File: config.mk
export PLATFORM = sky130hd
export DESIGN_NAME = texture_sampler_stream
export DESIGN_NICKNAME = d
export VERILOG_FILES = /design/src/rtl/texture_sampler_stream.sv
export SDC_FILE = /design/constraint.sdc
export NUM_CORES = 2
export LEC_CHECK = 0
export BUFFER_PORTS_ARGS = -buffer_cell sky130_fd_sc_hd__buf_2
export CAP_MARGIN = 20
export CORE_ASPECT_RATIO = 0.6
export CORE_MARGIN = 4
export CORE_UTILIZATION = 60
export DETAILED_ROUTE_END_ITERATION = 10
export PLACE_DENSITY = 0.84
export RECOVER_POWER = 25
export SLEW_MARGIN = 20
export SYNTH_ARGS = -nofsm -noshare
export SYNTH_HDL_FRONTEND = slang
export SYNTH_SLANG_ARGS = --single-unit
File: constraint.sdc
create_clock -name aclk -period 16.15 [get_ports aclk]
set_clock_uncertainty 0.15 [all_clocks]
set_input_delay 3.23 -clock aclk [delete_from_list [all_inputs] [get_ports aclk]]
set_output_delay 3.23 -clock aclk [all_outputs]
set_load 0.1 [all_outputs]
File: src/rtl/texture_sampler_stream.sv
// Flow-controlled texel-quad sampler: per-axis wrap-mode address generation,
// fixed-delay memory capture and a credit-protected output skid FIFO.
module texture_sampler_stream #(
    parameter  int PIXEL_WIDTH   = 32,
    parameter  int MAX_SIZE_LOG2 = 8,
    parameter  int MEMORY_DELAY  = 1,
    parameter  int FIFO_DEPTH    = 8,
    localparam int ADDR_WIDTH    = 2 * MAX_SIZE_LOG2
) (
    input  logic                   aclk,
    input  logic                   resetn,
    input  logic [3:0]             widthLog2,
    input  logic [3:0]             heightLog2,
    input  logic                   s_valid,
    output logic                   s_ready,
    input  logic [15:0]            s_texelS,
    input  logic [15:0]            s_texelT,
    input  logic [1:0]             s_modeS,
    input  logic [1:0]             s_modeT,
    output logic                   texelRead,
    output logic [ADDR_WIDTH-1:0]  texelAddr00,
    output logic [ADDR_WIDTH-1:0]  texelAddr01,
    output logic [ADDR_WIDTH-1:0]  texelAddr10,
    output logic [ADDR_WIDTH-1:0]  texelAddr11,
    input  logic [PIXEL_WIDTH-1:0] texelInput00,
    input  logic [PIXEL_WIDTH-1:0] texelInput01,
    input  logic [PIXEL_WIDTH-1:0] texelInput10,
    input  logic [PIXEL_WIDTH-1:0] texelInput11,
    output logic                   m_valid,
    input  logic                   m_ready,
    output logic [PIXEL_WIDTH-1:0] m_texel00,
    output logic [PIXEL_WIDTH-1:0] m_texel01,
    output logic [PIXEL_WIDTH-1:0] m_texel10,
    output logic [PIXEL_WIDTH-1:0] m_texel11,
    output logic [15:0]            m_subCoordS,
    output logic [15:0]            m_subCoordT
);
    localparam int IW = MAX_SIZE_LOG2;
    localparam int CW = $clog2(FIFO_DEPTH + 1);
    localparam int PW = (FIFO_DEPTH > 1) ? $clog2(FIFO_DEPTH) : 1;

    if (MEMORY_DELAY < 1 || FIFO_DEPTH < MEMORY_DELAY + 3) begin : g_param_check
        $error("texture_sampler_stream: need MEMORY_DELAY>=1 and FIFO_DEPTH>=MEMORY_DELAY+3");
    end

    typedef struct packed {
        logic [IW-1:0] i0;
        logic [IW-1:0] i1;
        logic [15:0]   frac;
    } axis_t;

    typedef struct packed {
        logic [PIXEL_WIDTH-1:0] t00, t01, t10, t11;
        logic [15:0]            subS, subT;
    } entry_t;

    function automatic axis_t map_axis(input logic [15:0] c, input logic [1:0] mode,
                                       input logic [3:0] lg);
        axis_t         r;
        logic [14:0]   f;
        logic [IW-1:0] mx;
        f      = (mode == 2'd2 && c[15]) ? ~c[14:0] : c[14:0];
        mx     = IW'((32'd1 << lg) - 32'd1);
        r.i0   = IW'(f >> (4'd15 - lg));
        r.frac = (lg == 4'd0) ? 16'd0 : ({f, 1'b0} << lg);
        // Top edge: repeat (and the reserved mode 3) wraps to 0, clamp/mirror stick at the edge.
        if (r.i0 == mx) r.i1 = (mode == 2'd1 || mode == 2'd2) ? mx : '0;
        else            r.i1 = r.i0 + IW'(1);
        if (mode == 2'd1 && c[15]) begin
            r.i0   = mx;
            r.i1   = mx;
            r.frac = '0;
        end
        return r;
    endfunction

    function automatic logic [ADDR_WIDTH-1:0] mk_addr(input logic [IW-1:0] t, input logic [IW-1:0] s,
                                                      input logic [3:0] wl);
        return (ADDR_WIDTH'(t) << wl) | ADDR_WIDTH'(s);
    endfunction

    function automatic logic [PW-1:0] nxt(input logic [PW-1:0] p);
        return (p == PW'(FIFO_DEPTH - 1)) ? '0 : p + PW'(1);
    endfunction

    axis_t sa, ta;
    logic  accept, push, pop;

    assign sa     = map_axis(s_texelS, s_modeS, widthLog2);
    assign ta     = map_axis(s_texelT, s_modeT, heightLog2);
    assign accept = s_valid && s_ready;
    assign pop    = m_valid && m_ready;

    // vld_pipe_q[0] is the memory strobe; bit MEMORY_DELAY marks the cycle its data is on texelInput*.
    logic [MEMORY_DELAY:0]       vld_pipe_q;
    logic [MEMORY_DELAY:0][31:0] frac_pipe_q;
    logic [ADDR_WIDTH-1:0]       addr00_q, addr01_q, addr10_q, addr11_q;

    assign texelRead   = vld_pipe_q[0];
    assign push        = vld_pipe_q[MEMORY_DELAY];
    assign texelAddr00 = addr00_q;
    assign texelAddr01 = addr01_q;
    assign texelAddr10 = addr10_q;
    assign texelAddr11 = addr11_q;

    always_ff @(posedge aclk or negedge resetn) begin
        if (!resetn) begin
            vld_pipe_q  <= '0;
            frac_pipe_q <= '0;
            addr00_q    <= '0;
            addr01_q    <= '0;
            addr10_q    <= '0;
            addr11_q    <= '0;
        end else begin
            vld_pipe_q  <= {vld_pipe_q[MEMORY_DELAY-1:0], accept};
            frac_pipe_q <= {frac_pipe_q[MEMORY_DELAY-1:0], {sa.frac, ta.frac}};
            if (accept) begin
                addr00_q <= mk_addr(ta.i0, sa.i0, widthLog2);
                addr01_q <= mk_addr(ta.i0, sa.i1, widthLog2);
                addr10_q <= mk_addr(ta.i1, sa.i0, widthLog2);
                addr11_q <= mk_addr(ta.i1, sa.i1, widthLog2);
            end
        end
    end

    // Credit: every accepted request already owns a FIFO slot, so the memory path never stalls.
    logic [CW-1:0] inflight_q, inflight_d, count_q, count_d;
    logic [PW-1:0] wr_ptr_q, rd_ptr_q;

    assign s_ready = ({1'b0, inflight_q} + {1'b0, count_q}) < (CW + 1)'(FIFO_DEPTH);
    assign m_valid = (count_q != '0);

    always_comb begin
        inflight_d = inflight_q;
        if (accept && !push)      inflight_d = inflight_q + CW'(1);
        else if (!accept && push) inflight_d = inflight_q - CW'(1);
        count_d = count_q;
        if (push && !pop)         count_d = count_q + CW'(1);
        else if (!push && pop)    count_d = count_q - CW'(1);
    end

    always_ff @(posedge aclk or negedge resetn) begin
        if (!resetn) begin
            inflight_q <= '0;
            count_q    <= '0;
            wr_ptr_q   <= '0;
            rd_ptr_q   <= '0;
        end else begin
            inflight_q <= inflight_d;
            count_q    <= count_d;
            if (push) wr_ptr_q <= nxt(wr_ptr_q);
            if (pop)  rd_ptr_q <= nxt(rd_ptr_q);
        end
    end

    entry_t mem_q [FIFO_DEPTH];
    entry_t head;

    always_ff @(posedge aclk) begin
        if (push)
            mem_q[wr_ptr_q] <= {texelInput00, texelInput01, texelInput10, texelInput11,
                                frac_pipe_q[MEMORY_DELAY]};
    end

    // Payload is forced to zero while empty so stale storage never shows on the outputs.
    assign head        = m_valid ? mem_q[rd_ptr_q] : '0;
    assign m_texel00   = head.t00;
    assign m_texel01   = head.t01;
    assign m_texel10   = head.t10;
    assign m_texel11   = head.t11;
    assign m_subCoordS = head.subS;
    assign m_subCoordT = head.subT;

endmodule
## After elaboration in Yosys (flattened, before gate mapping)

Memory sizes are Yosys's and may differ from the RTL's.
Index checks and enable logic that the tools add are counted.

- Memory bits (read-only): 0
- Input port bits: 176
- Flip-flop bits (word level): 144
- Output and inout bits: 227
- Latch bits: 0
- Bits in writable memories: 1280
- Memories kept: 1

Memory list:

| name | words | width | rd ports | clocked after Yosys merged registers in | write ports | line | text |
|---|---|---|---|---|---|---|---|
| mem_q | 8 | 160 | 1 | 0 | 1 | 156 | `entry_t mem_q [FIFO_DEPTH];` |

- Bitwise logic cells: 6
- Reduce and logical (&&, ||, !) cells: 20
- $add $sub $neg: 13
- Equality and inequality tests: 8
- Magnitude comparators: 1
- Mux-type cells: 19
- Divide/modulo/power cells: 0
- Shifts and indexed selects: 8
- Multipliers: 0

Operators by type and width:

| operator | count |
|---|---|
| 160-bit two-way mux | 1 |
| 32-bit two-way mux | 2 |
| 16-bit by 8-bit OR with 16-bit output | 4 |
| 16-bit two-way mux | 2 |
| 8-bit two-way mux | 4 |
| 16-bit by 4-bit left shift with 16-bit output | 2 |
| 8-bit by 4-bit left shift with 16-bit output | 2 |
| 15-bit two-way mux | 2 |
| 15-bit NOT | 2 |
| 15-bit by 4-bit >> shifter with 8-bit output | 2 |
| 8-bit by 1-bit adder with 8-bit output, second input constant | 2 |
| 8-bit == test | 2 |
| 4-bit two-way mux | 4 |
| 1-bit by 4-bit left shift with 8-bit output, first input constant | 2 |
| 8-bit by 1-bit subtractor with 8-bit output, second input constant | 2 |
| 1-bit logical AND | 10 |
| 4-bit by 1-bit adder with 4-bit output, second input constant | 2 |
| 4-bit zero test | 2 |
| 4-bit by 1-bit subtractor with 4-bit output, second input constant | 2 |
| 4-bit subtractor, first input constant | 2 |
| 3-bit by 1-bit adder with 3-bit output, second input constant | 2 |
| 3-bit == test, second input constant | 2 |
| 3-bit two-way mux | 2 |
| 4-bit by 4-bit adder with 5-bit output | 1 |
| other kinds (8) | 15 |

## Logic depth before layout (Yosys ltp)

- Depth in word-level cells: 9
- Gate-level depth with buffers: 20

## Least setup slack after synthesis

Ideal clock, no wire load.

- Path type: register to register
- From: register wr_ptr_q[0]
- To: memory mem_q[0][100] in the netlist's numbering, enable pin
- Setup slack: 3.890 ns
- Stages on the path, launching flop included: 3
- Data required time: 15.131 ns
- Arrival: 11.241 ns
- Period minus slack after synthesis: 12.260 ns
- Path through: dfrtp_1 > nand2b_1 > nor3_1

RTL lines:

| item | line | text |
|---|---|---|
| start: declaration | 128 | `logic [PW-1:0] wr_ptr_q, rd_ptr_q;` |
| start signal: assignment | 151 | `if (push) wr_ptr_q <= nxt(wr_ptr_q);` |
| end: declaration | 156 |  |

No word-level cell before the write port.

## Worst setup path in the final report

- From: register rd_ptr_q[1]
- To: output m_texel00[7]

- Word-level cells in the longest chain between the ends: 2

Ends and longest elaborated chain:

| item | line | text |
|---|---|---|
| start: declaration | 128 |  |
| start signal: assignment | 152 | `if (pop) rd_ptr_q <= nxt(rd_ptr_q);` |
| memory read 8 x 160 bit | n/a |  |
| 160-bit two-way mux | 166 | `assign head = m_valid ? mem_q[rd_ptr_q] : '0;` |
| end: declaration | 31 | `output logic [PIXEL_WIDTH-1:0] m_texel00,` |

Every way passes these cells.

==> results.sh <==
export IMPL_status="finished with violations"
export IMPL_worstPathMaxFanout=75
export IMPL_synth_cells=2961
export IMPL_htree_num_levels=3
export IMPL_post_cts_setup_buffers=0
export IMPL_cts_root_buf="clkbuf_16"
export IMPL_hold_viol=0
export IMPL_grt_util_all_layers_pct=26.10
export IMPL_antenna_found_initial=12
export IMPL_synth_compound_area_share_pct=3.246
export IMPL_finalWirelength_um=128500
export IMPL_power_density_nw_per_um2=109.6
export IMPL_yosys_warnings=0
export IMPL_fill_cells=5750
export IMPL_cts_hold_buf=0
export IMPL_grt_pass1_wl_um=194400
export IMPL_regToRegSetupSlack_ns=8.25
export IMPL_setup_viol=0
export IMPL_r2r_end="mem_q[0][55]$_DFFE_PP_"
export IMPL_stdcell_area_um2=63340
export IMPL_syn_area_um2=56540
export IMPL_clock_fmax_mhz=122.2
export IMPL_vias_per_cell=6.377
export IMPL_hold_class="reg -> reg"
export IMPL_remaining_drc_errors=0
export IMPL_yosys_area_top_type_share_pct=67.13
export IMPL_start_util_pct=61.03
export IMPL_clock_sinks=1388
export IMPL_core_area_um2=92650
export IMPL_dpl_hpwl_um=72640
export IMPL_path_class="reg -> out"
export IMPL_failed_checks="max-capacitance violations, max-slew violations"
export IMPL_cts_tree="built"
export IMPL_worstHoldStart="frac_pipe_q[14]$_DFF_PN0_"
export IMPL_p_leak_nw=21.40
export IMPL_ir_drop_v=0.00009553
export IMPL_place_area_um2=59740
export IMPL_cts_buffers=115
export IMPL_gp_congestion=0.9477
export IMPL_synth_simple_area_share_pct=3.410
export IMPL_synth_cell_types=89
export IMPL_drt_iter0_drc=3435
export IMPL_synth_most_common_cell="edfxtp_1"
export IMPL_layout_nets=3541
export IMPL_rows=86
export IMPL_async_flop_share_pct=8.934
export IMPL_ant_nets=0
export IMPL_holdPathStages=0
export IMPL_synth_area_leaders="edfxtp_1, mux4_2, dfrtp_1"
export IMPL_detailedRoute_firstPassIterationCount=6
export IMPL_ctsResizeCount=0
export IMPL_placement_io_buffers=400
export IMPL_fin_tns_setup_ns=0
export IMPL_slowest_stage="dfrtp_4"
export IMPL_vias=29880
export IMPL_required_ns=12.77
export IMPL_relSlewSlack_pct=-489.6
export IMPL_syn_to_final_growth_pct=12.03
export IMPL_endpoint_kind="primary output"
export IMPL_ys_seq_elements=1388
export IMPL_tightest_slew_ns=8.843
export IMPL_synth_mux_area_fraction_pct=17.46
export IMPL_synth_ff_type="edfxtp_1"
export IMPL_synth_adder_area_share_pct=0.5355
export IMPL_hold_end="frac_pipe_q[46]$_DFF_PN0_"
export IMPL_wire_per_inst_um=27.42
export IMPL_crit_top_cell="buf_4"
export IMPL_synth_xor_area_share_pct=1.157
export IMPL_synth_top_family_by_area="multiplexers"
export IMPL_maxCapViolCount=11
export IMPL_clk_pin_slew_ns=0.07
export IMPL_grt_pass1_vias=30440
export IMPL_worstSetupStartpointType="flip-flop"
export IMPL_critPathMaxStageDelay_ns=1.02
export IMPL_synthTopCellsByCount="edfxtp_1, mux4_2, nor2_1"
export IMPL_yosysSeqAreaShare_pct=72.61
export IMPL_clockBufferDepth=3
export IMPL_grt_overflow_total=0
export IMPL_drive_gt1_share_pct=28.41
export IMPL_avgSynthCellArea_um2=19.10
export IMPL_worst_skew_pair_late_latency_ns=0.71
export IMPL_grt_max_degree=118
export IMPL_die_area_um2=99380
export IMPL_die_height_um=245.8
export IMPL_fin_crit_sh_pct=50.69
export IMPL_rsz0062_at_grt="no"
export IMPL_finalMaxSlewViolations=586
export IMPL_synth_edff_count=1264
export IMPL_synth_top_area_cell="edfxtp_1"
export IMPL_arrival_ns=4.81
export IMPL_reg2regPathDepth=3
export IMPL_path_cells="buf_4 > buf_4 > mux4_2 > mux2i_1 > nor2_1 > buf_2"
export IMPL_period_needed_ns=8.186
export IMPL_r2r_start="wr_ptr_q[0]$_DFFE_PN0P_"
export IMPL_ios=403
export IMPL_fp_dieW_um=404.3
layout make-up:
| class | count | area (um^2) | area share [%] |
|---|---|---|---|
| multi-input combinational | 1370 | 14620 | 23.09 |
| timing repair buffer | 446 | 2335 | 3.686 |
| clock inverter | 73 | 673.1 | 1.063 |
| clock buffer | 141 | 2985 | 4.713 |
| sequential | 1388 | 41070 | 64.84 |
| tap | 1232 | 1541 | 2.433 |
| antenna | 14 | 35.03 | 0.05531 |
| inverter | 21 | 80.08 | 0.1264 |
registers in the layout, indices dropped and copies added (netlist names):
name         cells
count_q          4
texelAddr11      8
texelAddr00     16
rd_ptr_q         3
frac_pipe_q     60
mem_q         1264
wr_ptr_q         3
inflight_q       4
vld_pipe_q       2
texelAddr01      8
texelAddr10     16
how the worst max path moves through the flow:
stage / from / to / slack [ns] / cells past startpoint
final: rd_ptr_q[1]$_DFFE_PN0P_ / m_texel00[7] / 7.96 / 6
after global routing: rd_ptr_q[0]$_DFFE_PN0P_ / m_texel10[14] / 7.67 / 6
after CTS: rd_ptr_q[0]$_DFFE_PN0P_ / m_texel01[8] / 7.61 / 6
after detailed placement: heightLog2[3] / texelAddr10[7]$_DFFE_PN0P_ / 8.09 / 15
after global placement: heightLog2[3] / texelAddr10[14]$_DFFE_PN0P_ / 8.18 / 15
after floorplan: wr_ptr_q[0]$_DFFE_PN0P_ / mem_q[0][100]$_DFFE_PP_ / 3.89 / 2
per-stage QoR:
step	std cells	total power [mW]	worst slack [ns]	hold slack, ns	utilization (%)
3_5_place_dp	4457	4.291	8.086	0.1847	64.48
3_3_place_gp	4457	4.284	8.180	0.1830	64.48
4_1_cts	4671	6.985	7.611	0.1495	68.43
6_report	4685	6.941	7.964	0.1581	68.37
2_1_floorplan	2964	4.179	3.890	0.1812	-
5_1_grt	4678	7.181	7.673	0.1796	68.35
layout by cell type (no fill, tap or decap), types with 18 or more instances in the layout:
cell type     n
edfxtp_1   1264
clkbuf_1     33
a21oi_1      50
xnor2_1      49
mux2i_1     202
mux4_2      337
ha_1         21
o21ai_0      44
nor3_1       22
buf_4        35
dfrtp_1     121
xor2_1       23
clkinv_1     30
a31oi_1      18
nor2_1      263
o22a_1       18
buf_2       399
nand2_1      85
clkinv_2     23
clkbuf_16   115
worst max-delay path, delay by kind of cell (launching register included):
kind                   cells  cell delay, ns
buffers and inverters      3            2.33
flip-flops                 1            1.02
multiplexers               2            0.45
AND/OR/NAND/NOR            1            0.29
report_power, final:
| part | switching [mW] | internal, mW |
|---|---|---|
| combinational | 0.178 | 0.0880 |
| sequential | 0.0170 | 3.94 |
| clock | 1.26 | 1.45 |
layer usage:
layer | wire, um | vias up | GRT usage, %
li1 | - | 12680 | -
met1 | 52450 | 15570 | 38.51
met2 | 61990 | 1424 | 41.01
met3 | 10810 | 200 | 4.984
met4 | 3193 | 4 | 6.783
met5 | 23 | - | 0
cells by family after synthesis:
family	after synthesis
DFF	1388
muxes	560
and+or+nand+nor	448
AOI/OAI and AO/OA	262
buffers and inverters	206
xor gates and xnor gates	73
adders and majority gates	23
other	1
Power figures use the tool's default switching activity.
